### src/rtl/dec_exe_pipe_reg_pkg.sv
// Shared types and constants for the decode->execute pipeline register.
// Holds the decoded-instruction and bypass-flag structures plus the pipe FSM states.
package dec_exe_pipe_reg_pkg;

    localparam int XLEN = 32;

    typedef struct packed {
        logic            valid;
        logic [6:0]      opcode;
        logic [4:0]      dst_reg;
        logic            reg_write_enable;
        logic [4:0]      src_reg_1;
        logic [4:0]      src_reg_2;
        logic [XLEN-1:0] src_data_1;
        logic [XLEN-1:0] src_data_2;
        logic [XLEN-1:0] imm;
    } inst_decoded_t;

    typedef struct packed {
        logic dep_src1;
        logic dep_src2;
    } bypass_t;

    typedef enum logic {
        RUN      = 1'b0,
        LTU_WAIT = 1'b1
    } pipe_state_e;

    localparam inst_decoded_t INST_BUBBLE = '0;

endpackage

### src/rtl/dec_exe_pipe_reg_operand_fwd_mux.sv
// Per-source operand select: a pending load result beats everything, then the
// nearest producer (execute) beats the older one (memory), else the register file value.
module operand_fwd_mux
    import dec_exe_pipe_reg_pkg::*;
(
    input  logic            ltu_sel,
    input  logic            exe_sel,
    input  logic            mem_sel,
    input  logic [XLEN-1:0] exe_result,
    input  logic [XLEN-1:0] mem_result,
    input  logic [XLEN-1:0] reg_data,
    output logic [XLEN-1:0] data
);

    always_comb begin
        if (ltu_sel) begin
            data = mem_result;
        end else if (exe_sel) begin
            data = exe_result;
        end else if (mem_sel) begin
            data = mem_result;
        end else begin
            data = reg_data;
        end
    end

endmodule

### src/rtl/dec_exe_pipe_reg.sv
// Decode->execute pipeline register with operand forwarding, load-to-use bubble
// insertion, kill/stall handling and saturating stall/bubble counters.
module dec_exe_pipe_reg
    import dec_exe_pipe_reg_pkg::*;
#(
    parameter int CNT_W = 32
) (
    input  logic          clk,
    input  logic          rst,
    input  inst_decoded_t inst_dec_out,
    input  logic          load_to_use_hazard,
    input  bypass_t       ltu_bypass,
    input  bypass_t       exe_bypass,
    input  bypass_t       mem_bypass,
    input  logic [XLEN-1:0] exe_result,
    input  logic [XLEN-1:0] mem_result,
    input  logic          mem_stall,
    input  logic          kill_dec,
    input  logic          kill_exe,
    output inst_decoded_t inst_exe_in,
    output logic          hold_dec,
    output logic [CNT_W-1:0] stall_cnt,
    output logic [CNT_W-1:0] bubble_cnt
);

    pipe_state_e   state_q, state_d;
    logic [1:0]    ltu_q, ltu_d;
    inst_decoded_t inst_d;
    inst_decoded_t fwd_inst;
    logic [XLEN-1:0] src1_data, src2_data;
    logic          ltu_trigger;
    logic          bubble_inc;

    operand_fwd_mux u_fwd_src1 (
        .ltu_sel    (state_q == LTU_WAIT && ltu_q[0]),
        .exe_sel    (exe_bypass.dep_src1),
        .mem_sel    (mem_bypass.dep_src1),
        .exe_result (exe_result),
        .mem_result (mem_result),
        .reg_data   (inst_dec_out.src_data_1),
        .data       (src1_data)
    );

    operand_fwd_mux u_fwd_src2 (
        .ltu_sel    (state_q == LTU_WAIT && ltu_q[1]),
        .exe_sel    (exe_bypass.dep_src2),
        .mem_sel    (mem_bypass.dep_src2),
        .exe_result (exe_result),
        .mem_result (mem_result),
        .reg_data   (inst_dec_out.src_data_2),
        .data       (src2_data)
    );

    // The hazard is honoured only in RUN; in LTU_WAIT the load is already in memory.
    assign ltu_trigger = (state_q == RUN) && inst_dec_out.valid && load_to_use_hazard && !kill_dec;
    assign hold_dec    = rst && (mem_stall || ltu_trigger);

    // NOTE: every always_comb output gets a default first so no path leaves it unassigned (no latch).
    always_comb begin
        fwd_inst            = inst_dec_out;
        fwd_inst.src_data_1 = src1_data;
        fwd_inst.src_data_2 = src2_data;

        state_d    = state_q;
        ltu_d      = ltu_q;
        inst_d     = inst_exe_in;
        bubble_inc = 1'b0;

        if (kill_exe) begin
            inst_d  = INST_BUBBLE;
            state_d = RUN;
            ltu_d   = 2'b00;
        end else if (!mem_stall) begin
            case (state_q)
                RUN: begin
                    if (ltu_trigger) begin
                        inst_d     = INST_BUBBLE;
                        state_d    = LTU_WAIT;
                        ltu_d      = {ltu_bypass.dep_src2, ltu_bypass.dep_src1};
                        bubble_inc = 1'b1;
                    end else begin
                        inst_d       = fwd_inst;
                        inst_d.valid = inst_dec_out.valid && !kill_dec;
                    end
                end
                LTU_WAIT: begin
                    inst_d  = kill_dec ? INST_BUBBLE : fwd_inst;
                    state_d = RUN;
                    ltu_d   = 2'b00;
                end
                default: begin
                    state_d = RUN;
                    ltu_d   = 2'b00;
                end
            endcase
        end
    end

    // NOTE: sequential state uses non-blocking assignments so every register samples pre-edge values.
    always_ff @(posedge clk or negedge rst) begin
        if (!rst) begin
            state_q     <= RUN;
            ltu_q       <= 2'b00;
            inst_exe_in <= INST_BUBBLE;
        end else begin
            state_q     <= state_d;
            ltu_q       <= ltu_d;
            inst_exe_in <= inst_d;
        end
    end

    always_ff @(posedge clk or negedge rst) begin
        if (!rst) begin
            stall_cnt  <= '0;
            bubble_cnt <= '0;
        end else begin
            if (hold_dec && stall_cnt != '1) begin
                stall_cnt <= stall_cnt + 1'b1;
            end
            if (bubble_inc && bubble_cnt != '1) begin
                bubble_cnt <= bubble_cnt + 1'b1;
            end
        end
    end

endmodule

### config.mk
export PLATFORM = sky130hd
export DESIGN_NAME = dec_exe_pipe_reg
export DESIGN_NICKNAME = d
export VERILOG_FILES = /design/src/rtl/dec_exe_pipe_reg_pkg.sv /design/src/rtl/dec_exe_pipe_reg_operand_fwd_mux.sv /design/src/rtl/dec_exe_pipe_reg.sv
export SDC_FILE = /design/constraint.sdc
export NUM_CORES = 1
export LEC_CHECK = 0
export CAP_MARGIN = 20
export CORE_AREA = 8 8 141 143
export CTS_CLUSTER_DIAMETER = 40
export CTS_CLUSTER_SIZE = 20
export DETAILED_ROUTE_END_ITERATION = 8
export DIE_AREA = 0 0 149 151
export DONT_BUFFER_PORTS = 1
export MAX_ROUTING_LAYER = met4
export PLACE_DENSITY = 0.69
export SYNTH_ARGS = -nofsm -noshare
export SYNTH_HDL_FRONTEND = slang
export SYNTH_SLANG_ARGS = --single-unit
### constraint.sdc
create_clock -name clk -period 2.6 [get_ports clk]
set_input_delay 0.52 -clock clk [delete_from_list [all_inputs] [get_ports clk]]
set_output_delay 0.52 -clock clk [all_outputs]
set_load 0.02 [all_outputs]
==> flow_metrics.py <==
metrics = {
    "sta": {
        "timing.hold.ws_ns": -0.2139,
        "setup_viol": 0,
        "final_hold_viol_count": 187,
        "setup_ws_ns": 0.2796,
        "tns_ns": 0,
        "post-route-min-period_ns": 2.320,
        "tightest_slew_ns": 0.9653,
        "rsz0062_at_grt": "no",
        "skew_ns": 0.01530,
        "min_period_over_period": 0.8925,
        "slew_headroom": 0.3565,
        "slew_violations": 0,
        "max_freq_mhz": 431.0,
    },
    "critical_path": {
        "r2r-end": "bubble_cnt[12]",
        "critPathSlowestCell": "and4bb_1",
        "setup.worst_path.start": "state_q",
        "end_kind": "output pin",
        "worstPathRequired_ns": 2.08,
        "critPathCapture": "hold_dec",
        "crit_family": "simple AND/OR/NAND/NOR gates",
        "crit_type": "reg2out",
        "cp_max_fo": 6,
        "crit_buf_inv": 2,
        "rr_worst_depth": 5,
        "worstPathCellList": "and4bb_1 -> o21ai_2 -> inv_1 -> buf_4",
        "r2r_slack_ns": 0.33,
        "max_stage_delay_ns": 0.45,
        "cp.depth": 4,
        "startpoint_type": "register",
        "arrival_ns": 1.80,
        "reg2reg_from": "bubble_cnt[19]",
    },
    "finish": {
        "final_util": 0.5557,
        "drive_above_1_share": 0.09888,
        "syn2layout_area_growth_pct": 12.20,
        "diodes": 0,
        "fin_nets": 1075,
    },
    "global_route": {
        "grt_util_met3": 0.09441,
        "first_global_vias": 6697,
        "grt_use_total": 0.2394,
        "grt_pass1_wl_um": 40570,
        "grt_max_degree": 189,
        "antenna_found_initial": 0,
        "use_met1": 0.2703,
        "busiest_layer": "met2",
        "grt.overflow.total": 0,
        "use_met2": 0.3857,
    },
    "route": {
        "drt_pass1_iterations": 4,
        "wl_per_cell_um": 23.80,
        "detail-route-antenna-nets": 0,
        "vias": 6655,
        "drtIter0Drc": 406,
        "viasPerCell": 5.947,
        "drc": 0,
        "wirelength_um": 26630,
    },
    "clocking": {
        "clockRootBuffer": "clkbuf_16",
        "clk_latency_ns": 0.43,
        "clkSinkCount": 187,
        "cts_tree": "built",
        "post_cts_buffers": 0,
        "cts_buffers": 17,
        "path_clk_slew_ns": 0.07,
        "clk_path_buf_depth": 2,
        "cts_max_level": 4,
    },
    "synth": {
        "async_flop_share": 1.000,
        "ys_ff_latch": 187,
        "synth_warnings": 0,
        "synth_top_area_cell": "dfrtp_1",
        "ys_types": 44,
        "synth_top_area_frac": 0.5351,
        "synthesis.area_mm2": 0.008745,
        "syn-num-nets": 1063,
        "synth_edf_count": 0,
        "yosys-top-cells-count": "187 x dfrtp_1, 98 x nand2_1, 78 x nor2_1, 68 x a21oi_1, 65 x o21ai_0",
        "syn_inst": 865,
        "yosys-top-cells-area": "dfrtp_1 54%, mux2i_1 6.4%, a22o_1 5.9%, nand2_1 4.2%, xnor2_1 4.1%",
        "synth_most_common_cell": "dfrtp_1",
        "ys.flop_type": "dfrtp_1",
        "synth_seq_area_share": 0.5351,
        "syn_avg_cell_area_um2": 10.11,
    },
    "placement": {
        "pre_cts_slack_ns": 0.3765,
        "gp_congestion": 0.8854,
        "dpl.hpwl_um": 20350,
        "port_buffers": 0,
    },
    "die": {
        "pin_count": 381,
        "core_area_mm2": 0.01766,
        "row_count": 49,
        "die_height_um": 151,
        "fp.dieW_um": 149,
        "initial_core_util": 0.4953,
        "dieArea_mm2": 0.02250,
    },
    "pwr": {
        "cellLeakagePower_nw": 4.510,
        "p_total_mw": 6.605,
        "vdd_drop_max_v": 0.0004752,
        "powerDensity_mw_per_mm2": 673.2,
    },
    "hold_path": {
        "hold_class": "in2async",
    },
    "run_status": {
        "violations": "hold timing",
        "outcome": "complete, but fails checks",
    },
    "run": {
        "cap_violations": 0,
    },
}
-- state kept, by name, summed over array words and instances, names as in the netlist --
register,cells
stall_cnt,32
inst_exe_in,120
state_q,1
ltu_q,2
bubble_cnt,32
-- where the power goes --
part,internal (mW),total (mW),switching (mW)
clock,1.37,2.56,1.19
sequential,3.09,3.54,0.453
combinational,0.239,0.500,0.262
-- per-stage QoR --
step	std cells	hold slack, ns	cell area [µm²]
finish	1119	-0.2139	9812
global route	1119	-0.2458	9812
CTS	1119	-0.2320	9808
detailed placement	1087	0.2329	9224
global placement	1087	0.2318	9224
floorplan	865	0.2244	8745
-- layout make-up --
class	instances	area, µm²
Sequential cell	187	4679
Tap cell	229	286.5
Clock buffer	19	432.9
Inverter	7	26.28
Clock inverter	13	151.4
Multi-Input combinational cell	621	3887
Fill cell	1527	7845
Timing Repair Buffer	43	347.8
-- worst reg2reg max path, cell delays in order, from the launching register on --
cell and delay (ns):
dfrtp_1 0.51, nand4_1 0.23, or4_1 0.55, nor4_1 0.56, nor3_1 0.13, xor2_1 0.17
-- routing by layer --
| metal | wire length (µm) | share of wire | vias up |
|---|---|---|---|
| li1 | - | - | 3121 |
| met5 | 0 | 0 | - |
| met1 | 9886 | 0.37 | 3175 |
| met2 | 13190 | 0.50 | 316 |
| met3 | 2962 | 0.11 | 43 |
| met4 | 595 | 0.022 | 0 |
-- cell usage in the layout (no fill, tap or decap), drive strengths merged, types with 3 or more instances in the layout --
| cell | synthesis | layout |
|---|---|---|
| a221oi | 4 | 4 |
| o211ai | 3 | 3 |
| clkbuf | 43 | 19 |
| mux2i | 56 | 56 |
| xor2 | 17 | 17 |
| xnor2 | 41 | 41 |
| dfrtp | 187 | 187 |
| nand3 | 32 | 32 |
| and3 | 13 | 13 |
| nor3 | 7 | 7 |
| and2 | 5 | 5 |
| inv | 7 | 14 |
| buf | 7 | 43 |
| clkinv | 0 | 4 |
| nor2 | 78 | 78 |
| nand2 | 98 | 98 |
| nor4 | 8 | 8 |
| or4 | 3 | 3 |
| o21ai | 67 | 67 |
| and4 | 5 | 5 |
| a22o | 59 | 59 |
| nand4 | 27 | 27 |
| a22oi | 4 | 4 |
| a21oi | 68 | 68 |
| mux2 | 3 | 3 |
-- how the worst min path moves through the flow --
stage	startpoint	slack, ns	endpoint
detailed placement	rst	0.23	stall_cnt[6]
finish	rst	-0.21	stall_cnt[4]
floorplan	rst	0.22	bubble_cnt[0]
global placement	rst	0.23	stall_cnt[6]
CTS	rst	-0.23	stall_cnt[6]
global route	rst	-0.25	stall_cnt[6]
-- repair_timing --
action / 4_1_cts / 5_1_grt
endpoints found under the hold margin: 187 / 187
resized for setup: 0 / 1
endpoints found under the setup margin: 0 / 1
-- logic make-up (layout without fill, tap and decap cells) --
| group | count (synthesis) | after routing | share of synthesized area |
|---|---|---|---|
| AND/OR/NAND/NOR | 289 | 289 | 0.1551 |
| AO/OA/AOI/OAI | 213 | 213 | 0.1560 |
| flip-flops | 187 | 187 | 0.5351 |
| multiplexers | 59 | 59 | 0.06796 |
| XOR/XNOR | 58 | 58 | 0.05809 |
| buffers and inverters | 57 | 82 | 0.02490 |
| adder cells (fa/ha/maj) | 2 | 2 | 0.002861 |
Power figures use the tool's default switching activity.
